## src/rtl/simple_if_slave.sv

```systemverilog
`default_nettype none
// +----------------------------------------------------------------------------+
// | simple_if_slave: register-file endpoint on the four-phase req/req_ack bus.  |
// | Optional out-of-range error output: define SIMPLE_IF_OOR_ERR_EN.            |
// | Revision: 1.0                                                               |
// +----------------------------------------------------------------------------+
module simple_if_slave #(
   parameter int unsigned addr_w     = 8,
   parameter int unsigned data_w     = 8,
   parameter int unsigned DEPTH_LOG2 = 4,
   parameter int unsigned ACK_LAT    = 1
) (
   input  logic              clk,
   input  logic              resetn,
   input  logic [addr_w-1:0] addr,
   input  logic [data_w-1:0] data_in,
   input  logic              we,
   input  logic              req,
   output logic              req_ack,
   output logic [data_w-1:0] data_out
`ifdef SIMPLE_IF_OOR_ERR_EN
   ,
   output logic              err
`endif
);

   localparam int unsigned DEPTH = 1 << DEPTH_LOG2;

   typedef enum logic [1:0] {
      S_IDLE = 2'd0,
      S_BUSY = 2'd1,
      S_ACK  = 2'd2
   } state_t;

   state_t                  state_q, state_d;
   logic [3:0]              cnt_q, cnt_d;
   logic [addr_w-1:0]       addr_q, addr_d;
   logic [data_w-1:0]       wdata_q, wdata_d;
   logic                    we_q, we_d;
   logic                    req_ack_q, req_ack_d;
   logic [data_w-1:0]       data_out_q, data_out_d;
   logic [data_w-1:0]       mem_q [DEPTH];
   logic                    w_mem_we;
   logic                    w_oor;
   logic [DEPTH_LOG2-1:0]   w_idx;
`ifdef SIMPLE_IF_OOR_ERR_EN
   logic                    err_q, err_d;
`endif

   assign w_idx = addr_q[DEPTH_LOG2-1:0];

   // Any set bit above the implemented index range makes the access out of range.
   if (DEPTH_LOG2 < addr_w) begin : g_oor_cmp
      assign w_oor = |addr_q[addr_w-1:DEPTH_LOG2];
   end else begin : g_oor_none
      assign w_oor = 1'b0;
   end

   always_ff @(posedge clk or negedge resetn) begin
      if (!resetn) begin
         state_q    <= S_IDLE;
         cnt_q      <= '0;
         addr_q     <= '0;
         wdata_q    <= '0;
         we_q       <= 1'b0;
         req_ack_q  <= 1'b0;
         data_out_q <= '0;
         for (int i = 0; i < int'(DEPTH); i++) begin
            mem_q[i] <= '0;
         end
`ifdef SIMPLE_IF_OOR_ERR_EN
         err_q      <= 1'b0;
`endif
      end else begin
         state_q    <= state_d;
         cnt_q      <= cnt_d;
         addr_q     <= addr_d;
         wdata_q    <= wdata_d;
         we_q       <= we_d;
         req_ack_q  <= req_ack_d;
         data_out_q <= data_out_d;
         if (w_mem_we) begin
            mem_q[w_idx] <= wdata_q;
         end
`ifdef SIMPLE_IF_OOR_ERR_EN
         err_q      <= err_d;
`endif
      end
   end

   always_comb begin
      state_d    = state_q;
      cnt_d      = cnt_q;
      addr_d     = addr_q;
      wdata_d    = wdata_q;
      we_d       = we_q;
      req_ack_d  = req_ack_q;
      data_out_d = data_out_q;
      w_mem_we   = 1'b0;
`ifdef SIMPLE_IF_OOR_ERR_EN
      err_d      = err_q;
`endif
      case (state_q)
         S_IDLE: begin
            if (req) begin
               addr_d  = addr;
               wdata_d = data_in;
               we_d    = we;
               cnt_d   = 4'(ACK_LAT - 1);
               state_d = S_BUSY;
            end
         end
         S_BUSY: begin
            if (cnt_q == 4'd0) begin
               w_mem_we  = we_q & ~w_oor;
               if (!we_q) begin
                  data_out_d = w_oor ? '0 : mem_q[w_idx];
               end
               req_ack_d = 1'b1;
`ifdef SIMPLE_IF_OOR_ERR_EN
               err_d     = w_oor;
`endif
               state_d   = S_ACK;
            end else begin
               cnt_d = cnt_q - 4'd1;
            end
         end
         S_ACK: begin
            // A req already low here (dropped during BUSY) yields a one-cycle ack pulse.
            if (!req) begin
               req_ack_d = 1'b0;
`ifdef SIMPLE_IF_OOR_ERR_EN
               err_d     = 1'b0;
`endif
               state_d   = S_IDLE;
            end
         end
         default: begin
            state_d = S_IDLE;
         end
      endcase
   end

   assign req_ack  = req_ack_q;
   assign data_out = data_out_q;
`ifdef SIMPLE_IF_OOR_ERR_EN
   assign err      = err_q;
`endif

endmodule
`default_nettype wire

```

## config.mk

```make
export PLATFORM = sky130hd
export DESIGN_NAME = simple_if_slave
export DESIGN_NICKNAME = d
export VERILOG_FILES = /design/src/rtl/simple_if_slave.sv
export SDC_FILE = /design/constraint.sdc
export NUM_CORES = 1
export LEC_CHECK = 0
export ABC_AREA = 0
export BUFFER_PORTS_ARGS = -buffer_cell sky130_fd_sc_hd__buf_4
export CAP_MARGIN = 20
export CORE_MARGIN = 10
export CORE_UTILIZATION = 28
export CTS_BUF_LIST = sky130_fd_sc_hd__clkbuf_2
export CTS_CLUSTER_SIZE = 14
export DETAILED_ROUTE_END_ITERATION = 8
export PLACE_DENSITY = 0.4
export SYNTH_ARGS = -nofsm -noshare
export SYNTH_HDL_FRONTEND = slang
export SYNTH_SLANG_ARGS = --single-unit
```

## constraint.sdc

```tcl
create_clock -name clk -period 5.7 [get_ports clk]
set_input_delay 0.285 -clock clk [delete_from_list [all_inputs] [get_ports clk]]
set_output_delay 0.285 -clock clk [all_outputs]
set_load 0.005 [all_outputs]
```

==> impl_metrics.env <==
export IMPL_drv_slew=0
export IMPL_tritoncts="done"
export IMPL_first_pass_iters=4
export IMPL_peakVddDrop_mv=0.1520
export IMPL_setup_violations=0
export IMPL_groute_usage_overall_pct=10.88
export IMPL_startpoint_type="flop"
export IMPL_syn_nets=481
export IMPL_path_class="reg -> reg"
export IMPL_htree_levels=4
export IMPL_crit_family="simple AND/OR/NAND/NOR gates"
export IMPL_worst_slew_pin_slew_ns=0.9334
export IMPL_area_growth_pct=14.84
export IMPL_vias=4059
export IMPL_die_area_mm2=0.03328
export IMPL_rows=59
export IMPL_hpwl_mm=11.30
export IMPL_die_h_um=182.4
export IMPL_cp_end_kind="flop"
export IMPL_total_power_mw=3.114
export IMPL_port_buffers=28
export IMPL_ys_flop_type="dfrtp_1"
export IMPL_yosysUniqueCellTypes=34
export IMPL_layout_drive_gt1_share_pct=52.12
export IMPL_wirelength_mm=17.35
export IMPL_worst_path_buf_inv=1
export IMPL_hold_viol=0
export IMPL_seq_area_frac_synth_pct=54.20
export IMPL_outcome="finished, final reports clean"
export IMPL_async_flop_share_pct=100.0
export IMPL_final_setup_tns_ns=0
export IMPL_io_pins=29
export IMPL_viasPerCell=4.742
export IMPL_crit_path_max_fanout=16
export IMPL_wl_per_cell_um=20.27
export IMPL_arrival_ns=3.66
export IMPL_place_ws_ns=2.635
export IMPL_avgSynthCellArea_um2=16.09
export IMPL_gp_congestion=0.7058
export IMPL_yosys_top_cells_area="dfrtp_1, mux2_2, mux4_2"
export IMPL_grt_start_max_net_pins=98
export IMPL_maxCapViolations=0
export IMPL_yosysTopAreaCell="dfrtp_1"
export IMPL_ant_nets=0
export IMPL_layout_setup_ws_ns=2.649
export IMPL_die_x_um=182.4
export IMPL_syn_area_mm2=0.007387
export IMPL_post_route_cell_area_mm2=0.008483
export IMPL_p_leak_nw=3.943
export IMPL_fmax_mhz=327.8
export IMPL_drc=0
export IMPL_cpMaxStageDelayCell="or4b_1"
export IMPL_cts_sinks=160
export IMPL_fin_nets=529
export IMPL_min_path_type="in -> async"
export IMPL_root_buffer="clkbuf_2"
export IMPL_antenna_found_initial=1
export IMPL_clock_skew_ns=0.03059
export IMPL_hold_ws_ns=0.2010
export IMPL_grt_pass1_vias=4646
export IMPL_period_share_pct=53.53
export IMPL_initial_core_util_pct=28.43
export IMPL_overflow=0
export IMPL_final_min_clock_period_ns=3.051
export IMPL_drtIter0Drc=171
export IMPL_cts_buffer_depth=2
export IMPL_netlist_instances=459
export IMPL_crit_chain="inv_1 > ha_1 > nor3b_2 > nand4_4 > or4b_1 > mux2_4"
export IMPL_cellPowerDensity_mw_per_mm2=367.1
export IMPL_synth_edff_count=0
export IMPL_ys_ff_latch=160
export IMPL_synth_top_cell_area_share_pct=54.20
export IMPL_synth_common_cells="dfrtp_1, mux2_2, mux4_2, clkbuf_1, o21ai_0"
export IMPL_dpl_cell_area_mm2=0.007926
export IMPL_grt_first_pass_wirelength_mm=27.84
export IMPL_cts_inserted_buffers=17
export IMPL_worstPathRequired_ns=6.31
export IMPL_synth_most_common_cell="dfrtp_1"
export IMPL_clk_latency_ns=0.73
export IMPL_cpPeakStageDelay_ns=1.01
export IMPL_relSlewSlack_pct=37.77
export IMPL_yosys_warnings=0
export IMPL_clk_pin_slew_ns=0.22
export IMPL_rsz0062_at_grt="false"
export IMPL_fp_coreArea_mm2=0.02598
## power by group
part | switching, mW | internal, mW | total (mW)
clock network | 0.415 | 0.334 | 0.749
registers | 0.340 | 1.28 | 1.62
logic | 0.368 | 0.377 | 0.745
total | 1.12 | 1.99 | 3.11
## worst register-to-register path, stage by stage (launching register included)
cell	delay (ns)
dfrtp_1	0.44
inv_1	0.12
ha_1	0.17
nor3b_2	0.28
nand4_4	0.52
or4b_1	1.02
mux2_4	0.42
## area by class of cell
cell class,count,area [µm²]
Fill cell,2577,17500
Sequential cell,160,4006
Multi-Input combinational cell,266,3234
Timing Repair Buffer,58,501.7
Tap cell,335,419.2
Clock inverter,14,214.0
Clock buffer,18,90.09
Inverter,4,15.01
Antenna cell,1,2.502
## metal layers
layer  track usage [%]  wire, µm  up-vias
met4             2.831       176        0
met5                 0         0        -
met1             13.53      7862     2189
li1                  -         -     1822
met3             2.374       409       13
met2             18.64      8905       35
## placed cells by master (no fill, tap or decap), types with 2 or more instances in the layout
cell type / synthesis / routed
o21ai_0: 11 / 11
mux2i_1: 7 / 7
nand2_1: 9 / 9
a32oi_1: 7 / 7
buf_4: 2 / 32
ha_1: 2 / 2
mux2_4: 8 / 8
nand3_1: 4 / 4
clkinv_1: 1 / 3
nor3_4: 9 / 9
dfrtp_2: 0 / 2
dfrtp_1: 160 / 158
clkbuf_2: 0 / 18
xor2_1: 2 / 2
dlygate4sd3_1: 0 / 25
nor4_4: 7 / 7
nor2_1: 5 / 5
bufinv_16: 0 / 5
clkinv_4: 0 / 4
mux2_2: 145 / 145
mux4_2: 32 / 32
inv_1: 3 / 3
nand2b_1: 5 / 5
## per-stage QoR
step                util, %  instances
floorplan                 -        459
global placement      30.50        798
detailed placement    30.50        798
CTS                   32.64        855
global route          32.65        856
finish                32.65        856
## cells by family (layout without fill, tap and decap cells)
group           Yosys count  count (layout)  synth area share, %
xor+xnor                  2               2               0.2372
mux                     192             192                34.43
buf+inv                  33              94                2.083
other cells               0               1                    0
simple gates             50              50                6.928
fa+ha+maj                 2               2               0.3387
compound gates           20              20                1.779
flops                   160             160                54.20
## sequential cells by signal (all words and copies together) (netlist names)
name      count
mem_q       128
addr_q        8
data_out      8
wdata_q       8
cnt_q         4
state_q       2
req_ack       1
we_q          1
## repair_timing
item,CTS,global route
hold endpoints to repair,115,0
setup endpoints to repair,0,0
resized for setup,0,0
hold buffers,25,0
buffers inserted,0,0
## path summary, 6_finish.rpt
kind / slack (ns) / cells after the start / to / start
max: 2.65 / 6 / mem_q[127] / cnt_q[0]
min: 0.20 / 2 / mem_q[110] / resetn
max reg2reg: 2.65 / 6 / mem_q[127] / cnt_q[0]
min reg2reg: 0.54 / 1 / mem_q[47] / mem_q[47]
max in group asynchronous: 4.12 / 3 / wdata_q[3] / resetn
min in group clk: 0.33 / 3 / addr_q[7] / addr[7]
Power figures use the tool's default switching activity.
